### src/rtl/alu_share_arb_pkg.sv
// Shared types and constants for the two-requester shared-ALU arbiter.
package alu_arb_pkg;

    typedef enum logic [1:0] {
        IDLE,
        EXEC,
        RESP
    } state_e;

    typedef logic req_id_t;

    localparam int unsigned OP_ADD = 0;
    localparam int unsigned OP_EQ  = 1;

endpackage

### src/rtl/alu_share_arb_rr_arb2.sv
// Two-input round-robin grant: a lone requester wins, a tie goes to the pointer.
module rr_arb2
    import alu_arb_pkg::*;
(
    input  logic [1:0] valid,
    input  req_id_t    ptr,
    output logic [1:0] grant
);

    always_comb begin
        grant = '0;
        unique case (valid)
            2'b01:   grant = 2'b01;
            2'b10:   grant = 2'b10;
            2'b11:   grant = ptr ? 2'b10 : 2'b01;
            default: grant = '0;
        endcase
    end

endmodule

### src/rtl/alu_share_arb.sv
// Shares one combinational ALU between two requesters, one operation in flight.
module alu_share_arb
    import alu_arb_pkg::*;
#(
    parameter int unsigned DATA_WIDTH = 8,
    parameter int unsigned CTRLSIG    = 1
) (
    input  logic                  clk,
    input  logic                  rst_n,
    input  logic                  req0_valid,
    input  logic [CTRLSIG-1:0]    req0_ctrl,
    input  logic [DATA_WIDTH-1:0] req0_a,
    input  logic [DATA_WIDTH-1:0] req0_b,
    output logic                  req0_ready,
    input  logic                  req1_valid,
    input  logic [CTRLSIG-1:0]    req1_ctrl,
    input  logic [DATA_WIDTH-1:0] req1_a,
    input  logic [DATA_WIDTH-1:0] req1_b,
    output logic                  req1_ready,
    output logic                  rsp0_valid,
    output logic [DATA_WIDTH-1:0] rsp0_data,
    output logic                  rsp0_eq,
    input  logic                  rsp0_ready,
    output logic                  rsp1_valid,
    output logic [DATA_WIDTH-1:0] rsp1_data,
    output logic                  rsp1_eq,
    input  logic                  rsp1_ready,
    output logic [CTRLSIG-1:0]    alu_ctrl,
    output logic [DATA_WIDTH-1:0] alu_op1,
    output logic [DATA_WIDTH-1:0] alu_op2,
    input  logic [DATA_WIDTH-1:0] alu_out,
    input  logic                  alu_eq
);

    state_e                state_q, state_d;
    req_id_t               ptr_q, ptr_d;
    req_id_t               owner_q, owner_d;
    logic [CTRLSIG-1:0]    ctrl_q, ctrl_d;
    logic [DATA_WIDTH-1:0] a_q, a_d;
    logic [DATA_WIDTH-1:0] b_q, b_d;
    logic [DATA_WIDTH-1:0] res_q, res_d;
    logic                  eq_q, eq_d;
    logic [1:0]            grant;
    logic                  idle;

    rr_arb2 u_arb (
        .valid ({req1_valid, req0_valid}),
        .ptr   (ptr_q),
        .grant (grant)
    );

    assign idle = (state_q == IDLE);

    // Reset gates only the ready outputs; flop inputs are already held by the async clear.
    assign req0_ready = idle & grant[0] & rst_n;
    assign req1_ready = idle & grant[1] & rst_n;

    always_comb begin
        state_d    = state_q;
        ptr_d      = ptr_q;
        owner_d    = owner_q;
        ctrl_d     = ctrl_q;
        a_d        = a_q;
        b_d        = b_q;
        res_d      = res_q;
        eq_d       = eq_q;
        alu_ctrl   = '0;
        alu_op1    = '0;
        alu_op2    = '0;
        rsp0_valid = 1'b0;
        rsp0_data  = '0;
        rsp0_eq    = 1'b0;
        rsp1_valid = 1'b0;
        rsp1_data  = '0;
        rsp1_eq    = 1'b0;
        unique case (state_q)
            IDLE: begin
                if (|grant) begin
                    owner_d = req_id_t'(grant[1]);
                    ctrl_d  = grant[1] ? req1_ctrl : req0_ctrl;
                    a_d     = grant[1] ? req1_a : req0_a;
                    b_d     = grant[1] ? req1_b : req0_b;
                    ptr_d   = req_id_t'(~grant[1]);
                    state_d = EXEC;
                end
            end
            EXEC: begin
                alu_ctrl = ctrl_q;
                alu_op1  = a_q;
                alu_op2  = b_q;
                res_d    = alu_out;
                eq_d     = alu_eq;
                state_d  = RESP;
            end
            RESP: begin
                if (owner_q == 1'b0) begin
                    rsp0_valid = 1'b1;
                    rsp0_data  = res_q;
                    rsp0_eq    = eq_q;
                    if (rsp0_ready) state_d = IDLE;
                end else begin
                    rsp1_valid = 1'b1;
                    rsp1_data  = res_q;
                    rsp1_eq    = eq_q;
                    if (rsp1_ready) state_d = IDLE;
                end
            end
            default: state_d = IDLE;
        endcase
    end

    always_ff @(posedge clk or negedge rst_n) begin
        if (!rst_n) begin
            state_q <= IDLE;
            ptr_q   <= 1'b0;
            owner_q <= 1'b0;
            ctrl_q  <= '0;
            a_q     <= '0;
            b_q     <= '0;
            res_q   <= '0;
            eq_q    <= 1'b0;
        end else begin
            state_q <= state_d;
            ptr_q   <= ptr_d;
            owner_q <= owner_d;
            ctrl_q  <= ctrl_d;
            a_q     <= a_d;
            b_q     <= b_d;
            res_q   <= res_d;
            eq_q    <= eq_d;
        end
    end

endmodule

### config.mk
export PLATFORM = sky130hd
export DESIGN_NAME = alu_share_arb
export DESIGN_NICKNAME = d
export VERILOG_FILES = /design/src/rtl/alu_share_arb_pkg.sv /design/src/rtl/alu_share_arb_rr_arb2.sv /design/src/rtl/alu_share_arb.sv
export SDC_FILE = /design/constraint.sdc
export NUM_CORES = 1
export LEC_CHECK = 0
export ABC_AREA = 1
export CAP_MARGIN = 5
export CORE_MARGIN = 2
export CORE_UTILIZATION = 38
export CTS_CLUSTER_DIAMETER = 50
export DETAILED_ROUTE_END_ITERATION = 16
export HOLD_SLACK_MARGIN = 0.06
export PLACE_DENSITY = 0.79
export SLEW_MARGIN = 10
export SYNTH_ARGS = -nofsm -noshare
export SYNTH_HDL_FRONTEND = slang
export SYNTH_SLANG_ARGS = --single-unit
### constraint.sdc
create_clock -name clk -period 1.5 [get_ports clk]
set_input_delay 0.3 -clock clk [delete_from_list [all_inputs] [get_ports clk]]
set_output_delay 0.3 -clock clk [all_outputs]
set_load 0.05 [all_outputs]
==> metrics.md, run 1 <==
| Metric | Value |
|---|---|
| GR peak layer | met2 |
| VDD IR max | 1.10 mV |
| Crit start category | flip-flop |
| Setup WS post-layout | -0.245 ns |
| HPWL Detailed | approximately 4000 µm |
| Core ar. | approximately 4000 µm² |
| Worst Path Buf+Inv | 3 |
| Num CTS Buffers | 5 |
| CP max stage delay | approximately 0.42 ns |
| Avg Cell Area, Syn | between 7 and 8 µm² |
| Pwr dens | roughly 2200 nW/µm² |
| Met2 GRT Util | between 40% and 50% |
| Largest cells by area after synthesis | dfrtp_1 (47%), nand3_1 (16%), nor2_1 (12%), inv_1 (7.6%), nand2_1 (6.2%) |
| Num rows | 23 |
| Largest net degree at the start of global routing | 31 |
| Die ar. | ~4700 µm² |
| Sw Share | 48.0% |
| Crit path max fanout | 5 |
| Die Width | 68.6 µm |
| Final ANT Viol Nets | 0 |
| Minimum clock period | approximately 1.7 ns |
| Post-synthesis sequential area ratio | a little under half |
| Final setup vio count | 39 |
| First-pass GRT wire length | roughly 8800 µm |
| Mapped Area | approximately 1600 µm² |
| Clock Path Buffers | 2 |
| RePlAce Congestion | 0.800 |
| Multi-input logic area | between 900 and 1000 µm² |
| Slowest-stage cell, CP | dfrtp_1 |
| Status | complete, but fails checks |
| I/O pin count | 88 |
| Fmax | approximately 570 MHz |
| Crit. End Element | output port |
| DR DRC count | 0 |
| Relative slew margins | roughly three quarters |
| Drt wl/cell | between 15 and 20 µm |
| # fillers | 191 |
| Setup TNS | -7.16 ns |
| Via count | 1979 |
| Worst Max-Slew Pin Slew | approximately 0.39 ns |
| Ys Warns | 0 |
| Remaining global-route overflow | 0 |
| Cell chosen for the clock root | clkbuf_8 |
| DRT Pass-1 Iters | 4 |
| Clock Skews | 0.00604 ns |
| Switching component of the power | ~3700 µW |
| Clk slew on worst S/H paths | 0.07 ns |
| Synth Register Bits | 30 |
| Clock Sink Count | 30 |
| Flop pwr share | 18.7% |
| P_leak | 0.00157 µW |
| Share of total power in the clock network | between 10% and 20% |
| Max-slew violation count | 0 |
| Failing checks | setup timing |
| Starting Density | 39.6% |
| Final layout net count | 374 |
| Layout overhead on the synthesized area | 123% |
| Hold Vio Cnt, Final | 0 |
| Worst Path Required | between 1 and 1.5 ns |
| 1st-iter DRT viols | between 100 and 150 |
| Int Power | roughly 4000 µW |
| Syn Inst Count | 219 |
| Met3 Usage GRT | ~6.3% |
| Critical path class | reg -> out |
| Post-Route WL | between 6000 and 7000 µm |
| Register area | roughly 750 µm² |
| Vias in the first global route | between 1500 and 2000 |
| RSZ-0062 raised after global routing | yes |
| Final Cycle Share | 116% |
| Synth area leader | dfrtp_1 |
| Port-buffer cells | 87 |
| Arrival @ worst endpoint | approximately 1.4 ns |
| H-tree depth | 2 |
| Hold Worst Slack | ~0.51 ns |
| Max-cap violations | 0 |
| Synthesized net count | roughly 270 |
| Via density | 5.26 |
| Worst path cell trace | nor2_4 > buf_6 > nand2_4 > buf_12 > nor2_4 > buf_12 |
| Initial antenna violation count | 0 |
| Crit path max-delay family | flip-flops |
| Layout cell share with drive strength beyond 1 | 36.8% |
| Hold Crit Class | in -> async |
| Hold buffers post-CTS | 0 |
| CTS tree | yes |
| Netlist cell types | 15 |
| Die Span Y | between 60 and 70 µm |
| Top cell type's share of synthesized area | between 40 and 50% |
| All-Layer GR Usage | about a quarter |
| Comb pwr share | 71.3% |
| Met1 GRT Util | between 20% and 30% |
| Diode count | 0 |
| Clk Latency, worst-skew pair | 0.29 ns |
logic make-up (layout without fill, tap and decap cells):
kind of cell / after synthesis / in the layout / synth area share (%)
DFF: 30 / 30 / 47.4
buffers and inverters: 44 / 151 / 12.0
and+or+nand+nor: 134 / 134 / 37.1
AOI/OAI and AO/OA: 11 / 11 / 3.48
layer usage:
metal	wire length (µm)	share of wire, %
met5	0	0
met4	168	2.7
met3	514	8.1
met2	3500	55
met1	2150	34
Yosys cell counts:
library cell  number
buf_2              5
nand3_1           52
nand2_1           26
nor2_2             1
clkbuf_4           1
buf_6              1
nor2_4             1
inv_1             32
inv_2              3
nand2_2            4
nor2_1            50
dfrtp_1           30
o21ai_0            2
buf_4              2
a21oi_1            9
power by group through the flow:
stage | clock network, µW | logic [µW] | registers (µW)
global route | 807 | 5780 | 1470
floorplan | 0 | 2480 | 1370
finish | 773 | 5480 | 1430
global placement | 0 | 4440 | 1400
CTS | 779 | 4960 | 1400
detailed placement | 0 | 4550 | 1410
through the flow:
step / util (%) / cell area [µm²] / setup slack, ns / std cells / total power [µW]
after floorplan: - / 1660 / -0.177 / 219 / 3850
final: 88.2 / 3530 / -0.245 / 376 / 7690
after global routing: 88.2 / 3530 / -0.285 / 376 / 8060
after CTS: 84.0 / 3360 / -0.206 / 373 / 7140
after global placement: 77.3 / 3090 / -0.168 / 362 / 5840
after detailed placement: 77.3 / 3090 / -0.221 / 362 / 5960
flip-flops by register name, summed over array words and instances, names as in the netlist:
signal and cells:
b_q 8, ptr_q 1, res_q 8, state_q 2
owner_q 1, ctrl_q 1, a_q 8, eq_q 1
final timing paths:
check	from	to	slack [ns]	cells after the start
max in group asynchronous	rst_n	state_q[1]	0.70	2
worst min register to register	ctrl_q	ctrl_q	0.51	2
worst max register to register	state_q[0]	a_q[1]	0.05	8
min in group clk	ctrl_q	ctrl_q	0.51	2
worst max-delay path	state_q[0]	rsp0_data[7]	-0.24	6
worst min-delay path	rst_n	b_q[4]	0.51	2
final cells by class:
| cell class | count | area share [%] |
|---|---|---|
| Timing Repair Buffer | 108 | 43.1 |
| Multi-Input combinational cell | 145 | 27.0 |
| Tap cell | 50 | 1.77 |
| Inverter | 35 | 3.79 |
| Clock buffer | 8 | 3.12 |
| Sequential cell | 30 | 21.3 |
worst reg2reg max path: stages (launching register included):
cell and delay [ns]:
dfrtp_1 0.42, buf_6 0.15, inv_2 0.05, nand2_2 0.06
nor2_4 0.13, buf_4 0.20, inv_4 0.12, nand2_1 0.10
nand3_1 0.10
layout by cell type, fill, tap and decap left out, drive strengths merged:
cell type / netlist / routed
clkbuf: 1 / 10
dlygate4sd2: 0 / 2
nand3: 52 / 52
nor2: 52 / 52
nand2: 30 / 30
o21ai: 2 / 2
clkdlybuf4s50: 0 / 46
a21oi: 9 / 9
buf: 8 / 58
inv: 35 / 35
dfrtp: 30 / 30
timing repair:
item | CTS | global route
pin swaps | 6 | 8
buffers inserted | 3 | 2
gates cloned | 0 | 2
endpoints found under the setup margin | 39 | 41
resized for setup | 40 | 27
No activity file was read; power rests on OpenSTA's default activity.
==> inputs of run 2 (changes only) <==
- REMOVE_ABC_BUFFERS: default -> 1
==> metrics.md, run 2 (same netlist as run 1, synthesis figures left out) <==
| Metric | Value |
|---|---|
| Status | complete, but fails checks |
| Failing checks | setup timing |
| Core ar. | 4000 µm² (unchanged) |
| Final layout net count | 370 (-1.1%) |
| Hold Crit Class | in -> async |
| Setup TNS | -6.97 ns (+0.199 ns) |
| Final core occ | 86.7% (-1.5 points) |
| Cell chosen for the clock root | clkbuf_8 |
| HPWL Detailed | 3580 µm (-9.6%) |
| Clk Latency, worst-skew pair | 0.30 ns (about the same) |
| Relative slew margins | 74.3% (+0.57 points) |
| Hold buffers post-CTS | 0 (unchanged) |
| CP max stage delay | 0.44 ns (+0.02 ns) |
| Reg-to-reg setup timing slack | 0.01 ns (-0.04 ns) |
| First-pass GRT wire length | 8480 µm (-4.0%) |
| H-tree depth | 2 (unchanged) |
| Layout cell share with drive strength beyond 1 | 36.1% (-0.67 points) |
| I/O pin count | 88 (unchanged) |
| Starting Density | 39.6% (unchanged) |
| Initial antenna violation count | 0 (unchanged) |
| Crit. End Element | output port |
| Setup WS post-layout | -0.235 ns (+0.00948 ns) |
| Worst Path Required | 1.20 ns (about the same) |
| Critical path class | reg -> out |
| Via count | 1939 (-2.0%) |
| Final ANT Viol Nets | 0 (unchanged) |
| Via density | 5.23 (-0.70%) |
| Num rows | 23 (unchanged) |
| Clock Skews | 0.0153 ns (+0.00924 ns) |
| Commonest cells after routing, fill and taps aside | nand3_1 (52), clkdlybuf4s50_1 (48), buf_12 (42) |
| Hold Worst Slack | 0.457 ns (-0.0488 ns) |
| Pwr dens | 2180 nW/µm² (about the same) |
| RePlAce Congestion | 0.754 (-5.8%) |
| VDD IR max | 1.10 mV (-0.27%) |
| # fillers | 181 (-5.2%) |
| Crit start category | flip-flop |
| Final Cycle Share | 116% (-0.63 points) |
| Drt wl/cell | 17.9 µm (+6.0%) |
| CTS tree | yes |
| DR DRC count | 0 (unchanged) |
| Clock Sink Count | 30 (unchanged) |
| Registers with the most flip-flops | a_q: 8 flops, b_q: 8 flops, res_q: 8 flops |
| Arrival @ worst endpoint | 1.44 ns (about the same) |
| Final setup vio count | 39 (unchanged) |
| Worst Max-Slew Pin Slew | 0.385 ns (-0.00858 ns) |
| Multi-input logic area | 1000 µm² (+5.1%) |
| Worst path cell trace | nor2_4 > buf_12 > nand2_4 > nor2_4 > buf_12 |
| Die ar. | 4700 µm² (unchanged) |
| Fmax | 576 MHz (+0.55%) |
| Max-slew violation count | 0 (unchanged) |
| Worst Path Buf+Inv | 2 (-1) |
| Layout overhead on the synthesized area | 119% |
| Max-cap violations | 0 (unchanged) |
| Crit path max-delay family | flip-flops |
| 1st-iter DRT viols | 140 (+15%) |
| Largest net degree at the start of global routing | 31 (unchanged) |
| Clock Path Buffers | 2 (unchanged) |
| Minimum clock period | 1.74 ns (-0.00948 ns) |
| P_leak | 0.00150 µW (-4.5%) |
| RSZ-0062 raised after global routing | yes |
| All-Layer GR Usage | 25.2% (-0.75 points) |
| Remaining global-route overflow | 0 (unchanged) |
| Post-Route WL | 6620 µm (+4.6%) |
| Crit path max fanout | 6 (+1) |
| Die Span Y | 68.6 µm (unchanged) |
| Slowest-stage cell, CP | dfrtp_2 |
| Register area | 753 µm² (+0.33%) |
| Most common cell after layout, fill and taps aside | nand3_1 |
| Num CTS Buffers | 5 (unchanged) |
| Vias in the first global route | 1778 (-3.9%) |
| DRT Pass-1 Iters | 4 (unchanged) |
| Diode count | 0 (unchanged) |
| Final cell count without fillers | 371 (-1.3%) |
| Tot Pwr | 7560 µW (-1.7%) |
| Die Width | 68.6 µm (unchanged) |
| Clk slew on worst S/H paths | 0.07 ns (about the same) |
| Port-buffer cells | 87 (unchanged) |
| Hold Vio Cnt, Final | 0 (unchanged) |
| Dpl cells | 359 (-0.83%) |
run 2: cell count changes in the layout (fill, tap and decap cells not counted), sizes merged:
cell           previous run  this run
buf                      58        53
nand2                    30        32
dlygate4sd2               2         0
clkdlybuf4s50            46        48
clkbuf                   10         8
run 2: layout make-up:
| class | instances | area share [%] |
|---|---|---|
| Inverter | 35 | 3.93 |
| Timing Repair Buffer | 102 | 41.5 |
| Clock buffer | 7 | 2.20 |
| Tap cell | 50 | 1.80 |
| Multi-Input combinational cell | 147 | 28.8 |
| Sequential cell | 30 | 21.7 |
run 2: layer usage:
metal | track usage, % | up-vias | wire [µm]
met1 | 28.2 | 925 | 2300
met5 | 0 | - | 0
met4 | 9.00 | 0 | 169
met2 | 44.5 | 109 | 3490
met3 | 8.12 | 16 | 656
li1 | - | 889 | -
run 2: path summary, 6_finish.rpt:
kind                            startpoint         end  cells after the start
min in group clk                    a_q[1]      a_q[1]                      2
worst max register to register  state_q[0]      b_q[0]                      8
worst min-delay path                 rst_n    res_q[2]                      2
worst max-delay path            state_q[0]     rsp0_eq                      5
worst min register to register      a_q[1]      a_q[1]                      2
max in group asynchronous            rst_n  state_q[0]                      2
run 2: through the flow:
step	setup slack (ns)	instance area, µm²
3_5_place_dp	-0.248	2960
2_1_floorplan	-0.403	1530
6_report	-0.235	3470
4_1_cts	-0.180	3300
5_1_grt	-0.279	3470
3_3_place_gp	-0.203	2960
run 2: power breakdown:
part	internal (µW)	leakage, µW	switching [µW]
clock network	319	0.0000383	305
logic	2210	0.00111	3210
registers	1220	0.000352	282
run 2: timing repair:
action	in CTS	in global routing
setup buffers	2	0
endpoints found under the setup margin	39	56
gates resized for setup	68	29
pin swaps	3	8
cloned	2	1
==> inputs of run 3 (changes only) <==
- GPL_TIMING_DRIVEN: default -> 0
==> metrics.md, run 3 (same netlist as run 1, synthesis figures left out) <==
| Metric | Value |
|---|---|
| Status | complete, but fails checks |
| Failing checks | hold timing, setup timing |
| Arrival @ worst endpoint | 1.41 ns (-0.03 ns) |
| HPWL Detailed | 3080 µm (-14%) |
| Switching component of the power | 3280 µW (-14%) |
| Cell chosen for the clock root | clkbuf_8 |
| Fmax | 585 MHz (+1.4%) |
| Tot Pwr | 6470 µW (-14%) |
| Layout cell share with drive strength beyond 1 | 33.6% (-2.5 points) |
| Core ar. | 4000 µm² (unchanged) |
| Relative slew margins | 73.0% (-1.4 points) |
| Minimum clock period | 1.71 ns (-0.0247 ns) |
| Clock Path Buffers | 2 (unchanged) |
| First-pass GRT wire length | 7940 µm (-6.4%) |
| Met1 WL | 2220 µm (-3.7%) |
| I/O pin count | 88 (unchanged) |
| Die ar. | 4700 µm² (unchanged) |
| Comb pwr share | 65.9% (-5.9 points) |
| Final layout net count | 372 (+0.54%) |
| Diode count | 0 (unchanged) |
| Num rows | 23 (unchanged) |
| VDD IR max | 1.15 mV (+4.5%) |
| Dpl cells | 347 (-3.3%) |
| Registers with the most flip-flops | a_q: 8 flops, b_q: 8 flops, res_q: 8 flops |
| Initial antenna violation count | 0 (unchanged) |
| Max-cap violations | 0 (unchanged) |
| Flop pwr share | 22.1% (+2.2 points) |
| Share of total power in the clock network | 12.0% (+3.7 points) |
| Int Power | 3190 µW (-15%) |
| RePlAce Congestion | 0.736 (-2.3%) |
| Clock Skews | 0.00227 ns (-0.0130 ns) |
| All-Layer GR Usage | 23.6% (-1.5 points) |
| Hold Worst Slack | -0.0636 ns (-0.520 ns) |
| # fillers | 296 (+64%) |
| Hold Crit Class | in -> async |
| Crit. End Element | output port |
| P_leak | 0.00145 µW (-3.5%) |
| Starting Density | 39.6% (unchanged) |
| Layout overhead on the synthesized area | 86.2% |
| Final ANT Viol Nets | 0 (unchanged) |
| Drt wl/cell | 14.7 µm (-18%) |
| Clk Latency, worst-skew pair | 0.29 ns (about the same) |
| RSZ-0062 raised after global routing | yes |
| Max-slew violation count | 0 (unchanged) |
| Clk slew on worst S/H paths | 0.06 ns (about the same) |
| Via count | 1862 (-4.0%) |
| Worst Path Required | 1.20 ns (about the same) |
| Die Span Y | 68.6 µm (unchanged) |
| Commonest cells after routing, fill and taps aside | nand3_1 (52), clkdlybuf4s50_1 (45), buf_6 (40) |
| Final cell count without fillers | 374 (+0.81%) |
| Port-buffer cells | 87 (unchanged) |
| Via density | 4.98 (-4.7%) |
| Most common cell after layout, fill and taps aside | nand3_1 |
| DR DRC count | 0 (unchanged) |
| Critical path class | reg -> out |
| CTS tree | yes |
| Final setup vio count | 39 (unchanged) |
| Multi-input logic area | 817 µm² (-18%) |
| Met3 wire length | 471 µm (-28%) |
| Pwr dens | 2190 nW/µm² (+0.70%) |
| Crit path max fanout | 10 (+4) |
| Largest net degree at the start of global routing | 32 (+3.2%) |
| H-tree depth | 2 (unchanged) |
| Clock Sink Count | 30 (unchanged) |
| Register area | 752 µm² (-0.17%) |
| Hold Vio Cnt, Final | 30 (+30) |
| Final Cycle Share | 114% (-1.6 points) |
| Post-Route WL | 5510 µm (-17%) |
| Top Metal Used | met4 |
| 1st-iter DRT viols | 137 (-2.1%) |
| Remaining global-route overflow | 0 (unchanged) |
| Num CTS Buffers | 5 (unchanged) |
| DRT Pass-1 Iters | 5 (+1) |
| Worst Max-Slew Pin Slew | 0.406 ns (+0.0203 ns) |
| Die Width | 68.6 µm (unchanged) |
| Vias in the first global route | 1641 (-7.7%) |
| Sw Share | 50.7% (+0.40 points) |
| Met2 WL post-DR | 2730 µm (-22%) |
| Crit start category | flip-flop |
| Setup WS post-layout | -0.210 ns (+0.0247 ns) |
-- run 3: cell types whose count changed in the layout (fill, tap and decap cells not counted), sizes merged --
| cell | change |
|---|---|
| nor2 | +1 |
| buf | +3 |
| inv | -1 |
| clkinv | +1 |
| clkdlybuf4s50 | -3 |
| dlygate4sd2 | +2 |
-- run 3: through the flow --
stage	setup WS (ns)	hold WS [ns]	cell area [µm²]	setup TNS, ns	utilization (%)
after global routing	-0.265	-0.0328	2950	-7.85	73.7
after global placement	-1.73	0.480	2460	-49.18	61.5
after detailed placement	-1.30	0.386	2450	-35.50	61.3
after floorplan	-0.403	0.00441	1530	-10.32	-
final	-0.210	-0.0636	2950	-5.96	73.7
after CTS	-0.171	-0.0450	2780	-5.06	69.4
-- run 3: worst paths after layout --
check,end,slack [ns],startpoint,depth (start not counted)
min in group clk,a_q[5],0.50,a_q[5],2
max reg2reg,state_q[1],0.04,state_q[0],8
min,eq_q,-0.06,rst_n,1
max,rsp0_data[4],-0.21,state_q[0],4
min reg2reg,a_q[5],0.50,a_q[5],2
max in group asynchronous,state_q[0],1.25,rst_n,1
-- run 3: layout make-up --
cell class	instances	area share (%)
Timing Repair Buffer	103	35.9
Multi-Input combinational cell	148	27.7
Sequential cell	30	25.5
Inverter	35	5.05
Clock buffer	8	3.73
Tap cell	50	2.12
-- run 3: repair_timing --
action                                  in CTS  in global routing
pin swaps                                    8                  7
gates resized for setup                    291                 41
endpoints found under the setup margin      56                 58
cloned                                       2                  1
endpoints found under the hold margin       30                 30
setup buffers                               12                  5
-- run 3: worst max-delay path, stage by stage, from the launching register on --
cell     delay [ns]
dfrtp_2        0.48
nor2_4         0.21
nand2_4        0.13
nor2_1         0.14
buf_6          0.17
-- run 3: power groups by stage --
stage	combinational (µW)	sequential (µW)	clock, µW
final	4260	1430	779
after global routing	4550	1470	825
after CTS	3820	1420	787
after detailed placement	3220	1410	0
after global placement	3170	1390	0
after floorplan	2200	1370	0
-- run 3: routing by layer --
layer  vias to the layer above  GRT usage, %
met1                       874          28.2
met2                        81          38.9
met5                         -             0
met4                         0          9.25
met3                         9          8.12
li1                        898             -
